$ cat src/rtl/alu_req_issuer.sv
// Request FIFO plus issue sequencer feeding the ALU operand/command pins.
// Each popped request becomes one or two registered beats, followed by a settle gap.
module alu_req_issuer #(
    parameter int WIDTH = 8,
    parameter int DEPTH = 4
) (
    input  logic             clk,
    input  logic             reset,
    input  logic             en,
    input  logic             req_valid,
    output logic             req_ready,
    input  logic [WIDTH-1:0] req_opa,
    input  logic [WIDTH-1:0] req_opb,
    input  logic [3:0]       req_cmd,
    input  logic             req_mode,
    input  logic             req_cin,
    input  logic [1:0]       req_inp_valid,
    input  logic             req_split,
    output logic [WIDTH-1:0] opa,
    output logic [WIDTH-1:0] opb,
    output logic [3:0]       cmd,
    output logic             mode,
    output logic             cin,
    output logic [1:0]       inp_valid,
    output logic             ce,
    output logic             busy,
    output logic [7:0]       issued_cnt
);
    localparam int AW = $clog2(DEPTH);

    typedef struct packed {
        logic [WIDTH-1:0] opa;
        logic [WIDTH-1:0] opb;
        logic [3:0]       cmd;
        logic             mode;
        logic             cin;
        logic [1:0]       iv;
        logic             split;
    } entry_t;

    typedef enum logic [1:0] {S_IDLE, S_BEAT_A, S_BEAT_B, S_GAP} state_t;

    entry_t           r_mem [DEPTH];
    logic [AW:0]      r_wr_ptr, r_rd_ptr;
    logic             r_rdy_en;
    state_t           r_state, w_nxt_state;
    logic [1:0]       r_gap, w_nxt_gap;
    entry_t           r_ent, w_nxt_ent;
    logic [WIDTH-1:0] r_opa, r_opb, w_nxt_opa, w_nxt_opb;
    logic [3:0]       r_cmd, w_nxt_cmd;
    logic             r_mode, r_cin, w_nxt_mode, w_nxt_cin;
    logic [1:0]       r_iv, w_nxt_iv;
    logic             r_ce;
    logic [7:0]       r_cnt;

    logic [AW:0]      w_count;
    logic             w_full, w_empty, w_push, w_pop, w_inc, w_launch;
    entry_t           w_req, w_head;
    logic [1:0]       w_ent_gap;

    assign w_count   = r_wr_ptr - r_rd_ptr;
    assign w_full    = (w_count == (AW+1)'(DEPTH));
    assign w_empty   = (r_wr_ptr == r_rd_ptr);
    // r_rdy_en keeps req_ready low until the first edge after reset release
    assign req_ready = r_rdy_en && !w_full;
    assign w_push    = req_valid && req_ready;
    assign w_req     = {req_opa, req_opb, req_cmd, req_mode, req_cin, req_inp_valid,
                        req_split && (req_inp_valid == 2'b11)};
    assign w_head    = r_mem[r_rd_ptr[AW-1:0]];
    // Multiply commands in arithmetic mode need an extra settle cycle
    assign w_ent_gap = (r_ent.mode && (r_ent.cmd == 4'd9 || r_ent.cmd == 4'd10)) ? 2'd2 : 2'd1;

    always_ff @(posedge clk) begin
        if (w_push) r_mem[r_wr_ptr[AW-1:0]] <= w_req;
    end

    always_comb begin
        w_nxt_state = r_state;
        w_nxt_gap   = r_gap;
        w_nxt_ent   = r_ent;
        w_nxt_opa   = r_opa;
        w_nxt_opb   = r_opb;
        w_nxt_cmd   = r_cmd;
        w_nxt_mode  = r_mode;
        w_nxt_cin   = r_cin;
        w_nxt_iv    = r_iv;
        w_pop       = 1'b0;
        w_inc       = 1'b0;
        w_launch    = 1'b0;
        if (en) begin
            case (r_state)
                S_IDLE: begin
                    w_nxt_iv = 2'b00;
                    w_launch = !w_empty;
                end
                S_BEAT_A: begin
                    w_nxt_state = S_BEAT_B;
                    w_nxt_opa   = r_ent.opa;
                    w_nxt_opb   = r_ent.opb;
                    w_nxt_cmd   = r_ent.cmd;
                    w_nxt_mode  = r_ent.mode;
                    w_nxt_cin   = r_ent.cin;
                    w_nxt_iv    = r_ent.split ? 2'b11 : r_ent.iv;
                    w_inc       = 1'b1;
                end
                S_BEAT_B: begin
                    w_nxt_state = S_GAP;
                    w_nxt_iv    = 2'b00;
                    w_nxt_gap   = w_ent_gap;
                end
                S_GAP: begin
                    w_nxt_iv = 2'b00;
                    if (r_gap > 2'd1) begin
                        w_nxt_gap = r_gap - 2'd1;
                    end else begin
                        w_launch = !w_empty;
                        if (w_empty) w_nxt_state = S_IDLE;
                    end
                end
                default: w_nxt_state = S_IDLE;
            endcase
            // Pop the head and present its first beat on the same edge
            if (w_launch) begin
                w_pop      = 1'b1;
                w_nxt_ent  = w_head;
                w_nxt_opa  = w_head.opa;
                w_nxt_cmd  = w_head.cmd;
                w_nxt_mode = w_head.mode;
                w_nxt_cin  = w_head.cin;
                if (w_head.split) begin
                    w_nxt_state = S_BEAT_A;
                    w_nxt_opb   = '0;
                    w_nxt_iv    = 2'b01;
                end else begin
                    w_nxt_state = S_BEAT_B;
                    w_nxt_opb   = w_head.opb;
                    w_nxt_iv    = w_head.iv;
                    w_inc       = 1'b1;
                end
            end
        end
    end

    always_ff @(posedge clk or negedge reset) begin
        if (!reset) begin
            r_wr_ptr <= '0;
            r_rd_ptr <= '0;
            r_rdy_en <= 1'b0;
            r_state  <= S_IDLE;
            r_gap    <= '0;
            r_ent    <= '0;
            r_opa    <= '0;
            r_opb    <= '0;
            r_cmd    <= '0;
            r_mode   <= 1'b0;
            r_cin    <= 1'b0;
            r_iv     <= 2'b00;
            r_ce     <= 1'b0;
            r_cnt    <= '0;
        end else begin
            r_rdy_en <= 1'b1;
            r_ce     <= en;
            r_state  <= w_nxt_state;
            r_gap    <= w_nxt_gap;
            r_ent    <= w_nxt_ent;
            r_opa    <= w_nxt_opa;
            r_opb    <= w_nxt_opb;
            r_cmd    <= w_nxt_cmd;
            r_mode   <= w_nxt_mode;
            r_cin    <= w_nxt_cin;
            r_iv     <= w_nxt_iv;
            if (w_push) r_wr_ptr <= r_wr_ptr + (AW+1)'(1);
            if (w_pop)  r_rd_ptr <= r_rd_ptr + (AW+1)'(1);
            if (w_inc)  r_cnt    <= r_cnt + 8'd1;
        end
    end

    assign opa        = r_opa;
    assign opb        = r_opb;
    assign cmd        = r_cmd;
    assign mode       = r_mode;
    assign cin        = r_cin;
    assign inp_valid  = r_iv;
    assign ce         = r_ce;
    assign issued_cnt = r_cnt;
    assign busy       = !w_empty || (r_state != S_IDLE);

endmodule

$ cat config.mk
export PLATFORM = sky130hd
export DESIGN_NAME = alu_req_issuer
export DESIGN_NICKNAME = d
export VERILOG_FILES = /design/src/rtl/alu_req_issuer.sv
export SDC_FILE = /design/constraint.sdc
export NUM_CORES = 1
export LEC_CHECK = 0
export CORE_MARGIN = 2
export CORE_UTILIZATION = 52
export DETAILED_ROUTE_END_ITERATION = 12
export PLACE_DENSITY = 0.85
export SLEW_MARGIN = 25
export SYNTH_ARGS = -nofsm -noshare
export SYNTH_HDL_FRONTEND = slang
export SYNTH_SLANG_ARGS = --single-unit
$ cat constraint.sdc
create_clock -name clk -period 3.1 [get_ports clk]
set_clock_uncertainty 0.15 [all_clocks]
set_input_delay 0.465 -clock clk [delete_from_list [all_inputs] [get_ports clk]]
set_output_delay 0.465 -clock clk [all_outputs]
set_load 0.01 [all_outputs]
== Word-level counts from Yosys, hierarchy flattened ==
Memories as Yosys holds them, arrays and structs flattened.
Cells that the tools add are included.

* Register bits after elaboration: 69
* Memory bits (writable): 100
* Bits of input ports: 29
* Memories kept: 1

{| class="wikitable"
|+ Memory list
! name !! words !! width !! read ports !! clocked after Yosys merged registers in !! wr ports !! RTL line !! source
|-
| r_mem || 4 || 25 || 1 || 0 || 1 || 43 || <nowiki>entry_t r_mem [DEPTH];</nowiki>
|}

* Add/sub/neg operators: 5
* Magnitude comparators: 1
* Equality and inequality tests: 11
* Muxes and demuxes: 34
* Reduce and logical (&&, ||, !) cells: 18

{| class="wikitable"
|+ Operator list
! cell !! number
|-
| 2-to-1 mux 8 bit || 5
|-
| 2-to-1 mux 2 bit || 9
|-
| 2-to-1 mux 1 bit || 14
|-
| adder 8 x 1 -> 8 bit, second input constant || 1
|-
| equality test 4 bit, second input constant || 2
|-
| 2-to-1 mux 4 bit || 2
|-
| case mux 2 bit (2 select lines) || 2
|-
| adder 3 x 1 -> 3 bit, second input constant || 2
|-
| equality test 2 bit, second input constant || 3
|-
| inequality test 3 bit, second input constant || 2
|-
| case mux 2 bit (3 select lines) || 1
|-
| nonzero test 2 bit || 3
|-
| logical AND 1 bit || 4
|-
| AND reduction 2 bit || 2
|-
| AND reduction 4 bit || 1
|-
| nonzero test 4 bit || 1
|-
| equality test 3 bit || 1
|-
| equality test 3 bit, second input constant || 1
|-
| AND reduction 3 bit || 1
|-
| OR reduction 3 bit || 1
|-
| subtractor 3 bit || 1
|-
| equality test 2 x 1 -> 1 bit, second input constant || 1
|-
| > comparator 2 x 1 -> 1 bit, second input constant || 1
|-
| zero test 1 bit || 2
|-
| 5 further kinds || 6
|}

== Depth between registers and ports, before layout ==
* Depth after elaboration: 7
* Depth in mapped cells: 9

== Worst setup path before layout ==
OpenSTA, ideal clock, no wires.

* Kind: register to register
* From: register r_rd_ptr[1]
* To: memory r_mem[3][0] in the netlist's numbering (enable)
* Library setup time: 0.426 ns
* Arrival time: 2.855 ns
* Setup slack: -0.330 ns
* Stages on the path, launching flop included: 6
* Period minus slack after synthesis: 3.430 ns
* Path through: dfrtp_1 > buf_2 > buf_1 > inv_1 > ha_1 > a31oi_1

* Cells in the longest elaborated chain, start to end: 7

{| class="wikitable"
|+ Ends and longest elaborated chain
! what !! RTL line !! source
|-
| start, declared || 44 || <nowiki>logic [AW:0] r_wr_ptr, r_rd_ptr;</nowiki>
|-
| start signal, assigned || 173 || <nowiki>if (w_pop) r_rd_ptr <= r_rd_ptr + (AW+1)'(1);</nowiki>
|-
| subtractor 3 bit || 61 || <nowiki>assign w_count = r_wr_ptr - r_rd_ptr;</nowiki>
|-
| equality test 3 bit || 62 || <nowiki>assign w_full = (w_count == (AW+1)'(DEPTH));</nowiki>
|-
| zero test 1 bit || 65 || <nowiki>assign req_ready = r_rdy_en && !w_full;</nowiki>
|-
| logical AND 1 bit || 65 ||
|-
| logical AND 1 bit || 66 || <nowiki>assign w_push = req_valid && req_ready;</nowiki>
|-
| 2-to-1 mux 1 bit || 74 || <nowiki>if (w_push) r_mem[r_wr_ptr[AW-1:0]] <= w_req;</nowiki>
|-
| 2-to-1 mux 1 bit (implied by the code) || 74 ||
|-
| end, declared || 43 ||
|}

Every way passes these cells.

== Final worst setup path ==
* From: register r_wr_ptr[0]
* To: output req_ready

* Cells in the longest elaborated chain, start to end: 4

{| class="wikitable"
|+ Ends and longest elaborated chain
! what !! RTL line !! source
|-
| start, declared || 44 ||
|-
| start signal, assigned || 172 || <nowiki>if (w_push) r_wr_ptr <= r_wr_ptr + (AW+1)'(1);</nowiki>
|-
| subtractor 3 bit || 61 ||
|-
| equality test 3 bit || 62 ||
|-
| zero test 1 bit || 65 ||
|-
| logical AND 1 bit || 65 ||
|-
| end, declared || 11 || <nowiki>output logic req_ready,</nowiki>
|}

Every way passes these cells.

==> impl_results.md <==
* Status: complete, no violations
* Synth Area in XOR/XNOR at less than 1%
* Gr usage total at between 20% and 30%
* Worst-Skew Late Latency at 0.43 ns
* Commonest non-fill, non-tap cell in the layout: edfxtp_1
* Clock root buffer: clkbuf_16
* Slew margin rel. at approximately half
* Gate count after technology mapping at 475
* Max incr delay on CP at ~0.50 ns
* Vias in the first global route at between 4000 and 5000
* Post-CTS Resized at 0
* Final ANT Viol Nets at 0
* Met2 Usage GRT at 38.2%
* Cell internal pwr at about 5.9 mW
* Net Sw Frac at 36.9%
* Initial Utilization at between 50 and 60%
* #FFs+latches synth at about 170
* Core area at 13700 sq um
* Total global routing overflow at 0
* Worst path cell trace: inv_1 > ha_1 > nor2b_1 > xnor2_1 > a31oi_1 > clkdlybuf4s50_1
* Switching pwr at around 3.4 mW
* DR vias/cell at between 6 and 7
* Die Wd at approximately 120 um
* Max Slew Vio Count at 0
* Post-route DRC at 0
* CTS clk-pin slew, worst paths at 0.06 ns
* Max VDD drop at around 0.00056 V
* Crit path depth at 6
* Hold Path Class: reg2reg
* Io pins at 64
* Crit path kind: reg2out
* Synth top area share at 41.5%
* Vias post-DR at around 4700
* Design area at about 8700 sq um
* CTS sink cnt at between 150 and 200
* Total negative slack at 0 ns
* Final setup viols at 0
* Yosys Warn Count at 0
* Hold WS at between 0.3 and 0.4 ns
* CP bufs+invs at 2
* CP max-delay cell: clkdlybuf4s50_1
* Simple-gate share of the synthesized area at 6.38%
* Slew at the pin with the worst max-slew slack at roughly 0.73 ns
* Post-synth EDFFs at 100
* Placed cell area at a little over 8000 sq um
* Dominant cell type by area after synthesis: edfxtp_1
* Placed cells at a little over 700
* Crit path launch type: flip-flop
* Final WS setup at between 0.15 and 0.2 ns
* Detailed Route WL at approximately 16000 um
* Clock buffer depth at 2
* R2R depth at 6
* Largest family of logic cells by synthesized area: multiplexers
* Nets@finish at 588
* Final GP Congestion at ~0.91
* Layout cells sized above 1 at ~20%
* Power, Total at 9.31 mW
* Ranking of synthesized cells by area: edfxtp_1, dfrtp_1, mux4_2
* H-tree levels at 4
* Post-synthesis mux area share at approximately an eighth
* Crit share post-route at a little over nine tenths
* Met1 usage in global routing at between 20% and 30%
* CTS tree: yes
* Syn nets at between 500 and 600
* IO Port Bufs at 63
* Detailed-route wire length per cell at around 22 um
* Full die area at about 15000 sq um
* Max Fclk at 0.339 GHz
* Site Rows at between 40 and 50
* Async set-reset flop share out of synthesis at ~41%
* First-pass GRT wire length at 25600 um
* Crit end category: output pin
* Util after Layout at a little over three fifths
* Clock group share of total power at roughly 22%
* Adder-Cell Fraction of Synth Area at between 2 and 2.5%
* Max_cap viols at 0
* Combinational share of power at approximately 41%
* Ant diodes at 0
* RSZ-0062 raised after global routing: no
* Height of the die at between 100 and 150 um
* GR peak layer: met2
* CP Max Fanout at 4
* Largest net degree at the start of global routing at 32
* Post-synth top flop: edfxtp_1
* Synthesized cell area at between 7000 and 8000 sq um
* Crit path DAT at approximately 2.3 ns
* Initial DRC Count at 502
* Avg Synthesized Cell Area at between 15 and 20 sq um
* Num CTS Buffers at 17
* Sequential share of power at between 30% and 40%
* Met3 GRT Util at 5.85%
* Cell family with most CP delay: buffers and inverters
* HPWL after detailed placement at roughly 10000 um
* Post-Layout Cell Count at approximately 740
* Sequential element share of the synthesized area at between 60% and 70%
* Fin. Hold Viols at 0
* Syn-to-layout area delta at 19.7%
* Synth Area in Compound Gates at 9.28%
* Pre-CTS setup slack at 0.547 ns
* CP Data Required Time at between 2 and 2.5 ns
* Commonest non-fill, non-tap cells in the layout: edfxtp_1, dfrtp_1, clkdlybuf4s50_1
* Tmin final at approximately 2.9 ns
* DRT Pass-1 Iters at 6
* Cell depth of the worst hold path at 1
* Leak at 3.11 nW
* Power Density at about 1100 nW/um^2
* Netlist cell types at 53
* Initial antenna violation count at 0
routing by layer:
| layer | up-vias | wire length, um |
|---|---|---|
| li1 | 1999 | - |
| met3 | 52 | 1210 |
| met5 | - | 0 |
| met4 | 0 | 410 |
| met1 | 2365 | 6390 |
| met2 | 250 | 8180 |
path summary, 6_finish.rpt:
check	from	to	slack, ns
worst min register to register	r_ent[24]	r_ent[24]	0.36
worst max register to register	r_state[0]	r_ent[14]	0.49
max in group asynchronous	reset	r_rd_ptr[0]	1.45
worst max-delay path	r_wr_ptr[0]	req_ready	0.15
min in group asynchronous	reset	issued_cnt[4]	0.49
worst min-delay path	r_ent[24]	r_ent[24]	0.36
cell type report:
type,count,area (sq um)
Inverter,11,41.3
Clock buffer,25,543
Clock inverter,7,51.3
Sequential cell,169,4730
Fill cell,981,5050
Tap cell,180,225
Timing Repair Buffer,81,763
Multi-Input combinational cell,265,2310
state kept, by name, summed over array words and instances, names as in the netlist:
register    count
r_state         2
r_gap           2
r_wr_ptr        3
ce              1
opb             8
issued_cnt      8
inp_valid       2
r_ent          25
r_rd_ptr        3
mode            1
opa             8
cmd             4
r_rdy_en        1
r_mem         100
cin             1
worst reg2reg max path, delay by kind of cell (launching register included):
family                   cells  cell delay [ns]
flip-flops                   1             0.41
AND/OR/NAND/NOR              2             0.64
multiplexers                 1             0.43
AO/OA/AOI/OAI                1             0.41
buffers and inverters        1             0.10
adder cells (fa/ha/maj)      1             0.35
synth_stat cells (10+ instances only):
cell	number
edfxtp_1	100
ha_1	14
buf_2	12
nand3_1	20
mux4_2	24
nand4_1	12
a21oi_1	26
nand2_1	15
mux2_2	29
clkbuf_1	10
dfrtp_1	69
a31oi_1	26
inv_1	11
o21ai_0	26
what timing repair did:
| action | in CTS | in global routing |
|---|---|---|
| buffers inserted | 0 | 0 |
| hold buffers | 1 | 0 |
| endpoints found under the hold margin | 29 | 0 |
power groups by stage:
stage / clock network (mW) / registers (mW) / logic, mW
detailed placement: 0 / 3.44 / 3.73
global placement: 0 / 3.40 / 3.54
floorplan: 0 / 3.39 / 2.48
global route: 2.17 / 3.48 / 4.12
CTS: 2.10 / 3.41 / 3.79
finish: 2.08 / 3.43 / 3.81
cell families (layout without fill, tap and decap cells):
logic type,count (synthesis),count (layout)
AO/OA/AOI/OAI,104,104
other,1,1
AND/OR/NAND/NOR,80,80
adder cells (fa/ha/maj),14,14
buffers and inverters,41,124
multiplexers,58,58
flip-flops,169,169
XOR/XNOR,8,8
No activity file was read; power rests on OpenSTA's default activity.
==> RTL edit 1: new RTL, same settings <==
`DEPTH`: 4 -> 8.
--- a/src/rtl/alu_req_issuer.sv
+++ b/src/rtl/alu_req_issuer.sv
@@ -3,5 +3,5 @@
 module alu_req_issuer #(
     parameter int WIDTH = 8,
-    parameter int DEPTH = 4
+    parameter int DEPTH = 8
 ) (
     input  logic             clk,
Function: changed (Yosys sat finds a counterexample within 10 cycles, from zero or initial values and one cycle with reset low).
==> RTL edit 1 against the original RTL <==
Worst setup slack got worse by 0.0027 ns; wire length is 38% higher; total power is 32% higher; sequential power rose by 43%; synthesized area is 50% higher; utilization rose by 0.60 points; highest routed layer unchanged; combinational power rose by 8.4%; critical path depth stayed put; cell area grew 50%; register-to-register slack got worse by 0.15 ns; critical path type unchanged; sequential cell count increased by 102; non-clock buffer count grew 9; critical endpoint unchanged.
==> RTL edit 1: results (changes against the original RTL) <==
.. list-table::
   :header-rows: 1

   * - Metric
     - Value
   * - Result of the run
     - complete, no violations
   * - Start point of the worst hold path
     - issued_cnt[7]
   * - Fin nets
     - 749 (+27%)
   * - Count of multi-input combinational gates
     - 306 (+15%)
   * - WL per Instance
     - 22.4 µm (+2.3%)
   * - Worst-case headroom to the max-slew limit
     - 39.6% (-12 points)
   * - Total number of vias
     - 5944 (+27%)
   * - Non-clock inverters
     - 13 (+2)
   * - Part of the cycle the worst path needs
     - 95.2% (about the same)
   * - Total inserted antenna cells
     - 1 (+1)
   * - Sequential element share of the synthesized area
     - 71.8% (+6.4 points)
   * - Postcts setup bufs
     - 2 (+2)
   * - Fraction of cell area in non-clock buffers
     - 7.16% (-1.6 points)
   * - Part of the power in the clock network
     - 26.7% (+4.4 points)
   * - Clk sink count
     - 271 (+60%)
   * - Synth Area in Compound Gates
     - 5.35% (-3.9 points)
   * - Number of buffers created by CTS
     - 26 (+9)
   * - Clock distribution area overhead in the final layout
     - 6.86% (about the same)
   * - Synthesized area per cell
     - 17.5 µm² (+15%)
   * - Number of clock buffers in the layout
     - 32 (+28%)
   * - Overall global routing resource usage
     - 21.2% (-2.1 points)
   * - Fill cell total of the finished layout
     - 1323 (+35%)
   * - Share of synthesized area spent on multiplexers
     - 13.3% (+0.49 points)
   * - Buffer count excluding the clock tree in the final layout
     - 90 (+11%)
   * - Pin count of the biggest net entering global routing
     - 51 (+59%)
   * - Quantity of gates resized following cts
     - 1 (+1)
   * - CTS H-Tree Depth
     - 1 (-3)
   * - Global-route wire length before repair
     - 35.5 mm (+39%)
   * - Share of final-layout standard cells stronger than drive strength 1
     - 19.4% (-0.70 points)
   * - Latest clock arrival within the worst-skew pair
     - 0.53 ns (+0.10 ns)
   * - Placed cells
     - 946 (+34%)
   * - DRT iter0 DRCs
     - 566 (+13%)
   * - Placed wire-length estimate
     - 13.3 mm (+33%)
   * - Crit path from
     - r_rd_ptr[2]
   * - Fraction of synthesis flops using an asynchronous set or reset pin
     - 26.2% (-15 points)
## RTL edit 1: power by group through the flow
stage	Combinational (W)	Sequential [W]	Clock [W]
finish	0.00413	0.00489	0.00328
global route	0.00448	0.00494	0.00347
CTS	0.00414	0.00489	0.00333
detailed placement	0.00403	0.00499	0
global placement	0.00386	0.00495	0
floorplan	0.00270	0.00497	0
## RTL edit 1: critical path, stage by stage (launching register included)
cell                            delay [ns]
sky130_fd_sc_hd__dfrtp_1              0.42
sky130_fd_sc_hd__inv_6                0.09
sky130_fd_sc_hd__ha_4                 0.30
sky130_fd_sc_hd__nand3b_1             0.10
sky130_fd_sc_hd__and3_1               0.16
sky130_fd_sc_hd__o41a_1               0.43
sky130_fd_sc_hd__dlygate4sd2_1        0.31
## RTL edit 1: layer usage
layer  up-vias  routed length [µm]  global-route usage [%]
met5         -                   0                       0
met4         0                 501                    7.43
met3        46                1310                    3.65
met2       211               11700                    36.5
met1      3086                8960                    27.6
li1       2601                   -                       -
==> RTL edit 2: new RTL, same settings <==
Made on the original files. The 4 states of `state_t` get a one-hot encoding in 4 bits.
--- a/src/rtl/alu_req_issuer.sv
+++ b/src/rtl/alu_req_issuer.sv
@@ -39,5 +39,5 @@
     } entry_t;
 
-    typedef enum logic [1:0] {S_IDLE, S_BEAT_A, S_BEAT_B, S_GAP} state_t;
+    typedef enum logic [3:0] {S_IDLE = 4'b0001, S_BEAT_A = 4'b0010, S_BEAT_B = 4'b0100, S_GAP = 4'b1000} state_t;
 
     entry_t           r_mem [DEPTH];
Function: no difference found for any inputs over 4 cycles, from zero or initial values and one cycle with reset low; so few cycles prove little.
==> RTL edit 2 against the original RTL <==
Total power fell by 1.0%; largest cell class unchanged; wire length fell by 17%; worst setup slack improved by 0.012 ns; synthesized area fell by 2.2%; critical endpoint unchanged; register-to-register slack got worse by 0.11 ns; sequential cell count rose by 2; cell area fell by 1.1%; first-iteration DRC count fell by 55%; largest power group unchanged; critical path type unchanged.
==> RTL edit 2: results (changes against the original RTL) <==
.. list-table::
   :header-rows: 1

   * - Metric
     - Value
   * - Result of the run
     - complete, no violations
   * - Switching power of the nets
     - 0.00286 W (-17%)
   * - PwrDens
     - 1070 mW/mm² (about the same)
   * - Depth of the most critical reg-to-reg path
     - 7 (+1)
   * - WL per Instance
     - 20.5 µm (-6.7%)
   * - Combinational cell fraction of total power
     - 39.4% (-1.5 points)
   * - Worst vdd ir
     - 0.000604 V (+7.9%)
   * - Met2 layer usage reported by global route
     - 34.2% (-4.0 points)
   * - Global-route wire length before repair
     - 21.6 mm (-16%)
   * - CP peak stage delay
     - 0.54 ns (+0.04 ns)
   * - Initial DRT Pass Iterations
     - 5 (-1)
   * - Most area-consuming cells after synthesis
     - sky130_fd_sc_hd__edfxtp_1 42%, sky130_fd_sc_hd__dfrtp_1 25%, sky130_fd_sc_hd__mux4_2 8.0%
   * - Synthesized instance count
     - 389 (-18%)
   * - Part of the cycle the worst path needs
     - 94.7% (-0.39 points)
   * - Post-synth top cells
     - 100 x sky130_fd_sc_hd__edfxtp_1, 70 x sky130_fd_sc_hd__dfrtp_1, 46 x sky130_fd_sc_hd__mux2_2
   * - Share of final-layout standard cells stronger than drive strength 1
     - 30.2% (+10 points)
   * - Wire length on met2
     - 7.13 mm (-13%)
   * - Sequential element share of the synthesized area
     - 67.5% (+2.2 points)
   * - DRT iter0 DRCs
     - 225 (-55%)
   * - Via count of the first global-routing pass
     - 4060 (-15%)
   * - Overall global routing resource usage
     - 20.2% (-3.1 points)
   * - Reg2Reg Capture Point
     - opb[3]
   * - Post-Synthesis Net Count
     - 427 (-18%)
   * - Worst Hold Margin
     - 0.0213 ns (-0.343 ns)
   * - Global placement routability congestion
     - 0.812 (-11%)
   * - Fraction of the mapped netlist area in adder cells
     - 1.59% (-0.83 points)
   * - Met3 layer usage reported by global route
     - 5.33% (-0.52 points)
   * - Fin nets
     - 505 (-14%)
   * - Total number of vias
     - 3748 (-20%)
   * - Unique masters post-synth
     - 50 (-5.7%)
   * - Met1 usage
     - 24.6% (-5.3 points)
   * - Placed cells
     - 624 (-11%)
   * - Fin cells
     - 656 (-11%)
[RTL edit 2: cell types whose count changed after synthesis, moves of 6 or more]
cell,unedited run,this run
sky130_fd_sc_hd__a22o_1,0,9
sky130_fd_sc_hd__o21ai_0,26,7
sky130_fd_sc_hd__and3_1,1,8
sky130_fd_sc_hd__a21oi_1,26,3
sky130_fd_sc_hd__mux2_4,1,18
sky130_fd_sc_hd__xnor2_1,6,12
sky130_fd_sc_hd__a31oi_1,26,1
sky130_fd_sc_hd__nand2_1,15,8
sky130_fd_sc_hd__mux2_2,29,46
sky130_fd_sc_hd__nand4_1,12,5
sky130_fd_sc_hd__nand3_1,20,1
[RTL edit 2: cell type report]
type	instances	area [µm²]
sequential	171	4780
fill	901	4670
multi-input combinational	192	2160
timing repair buffer	77	783
clock buffer	23	489
tap	176	220
clock inverter	9	113
inverter	8	30.0
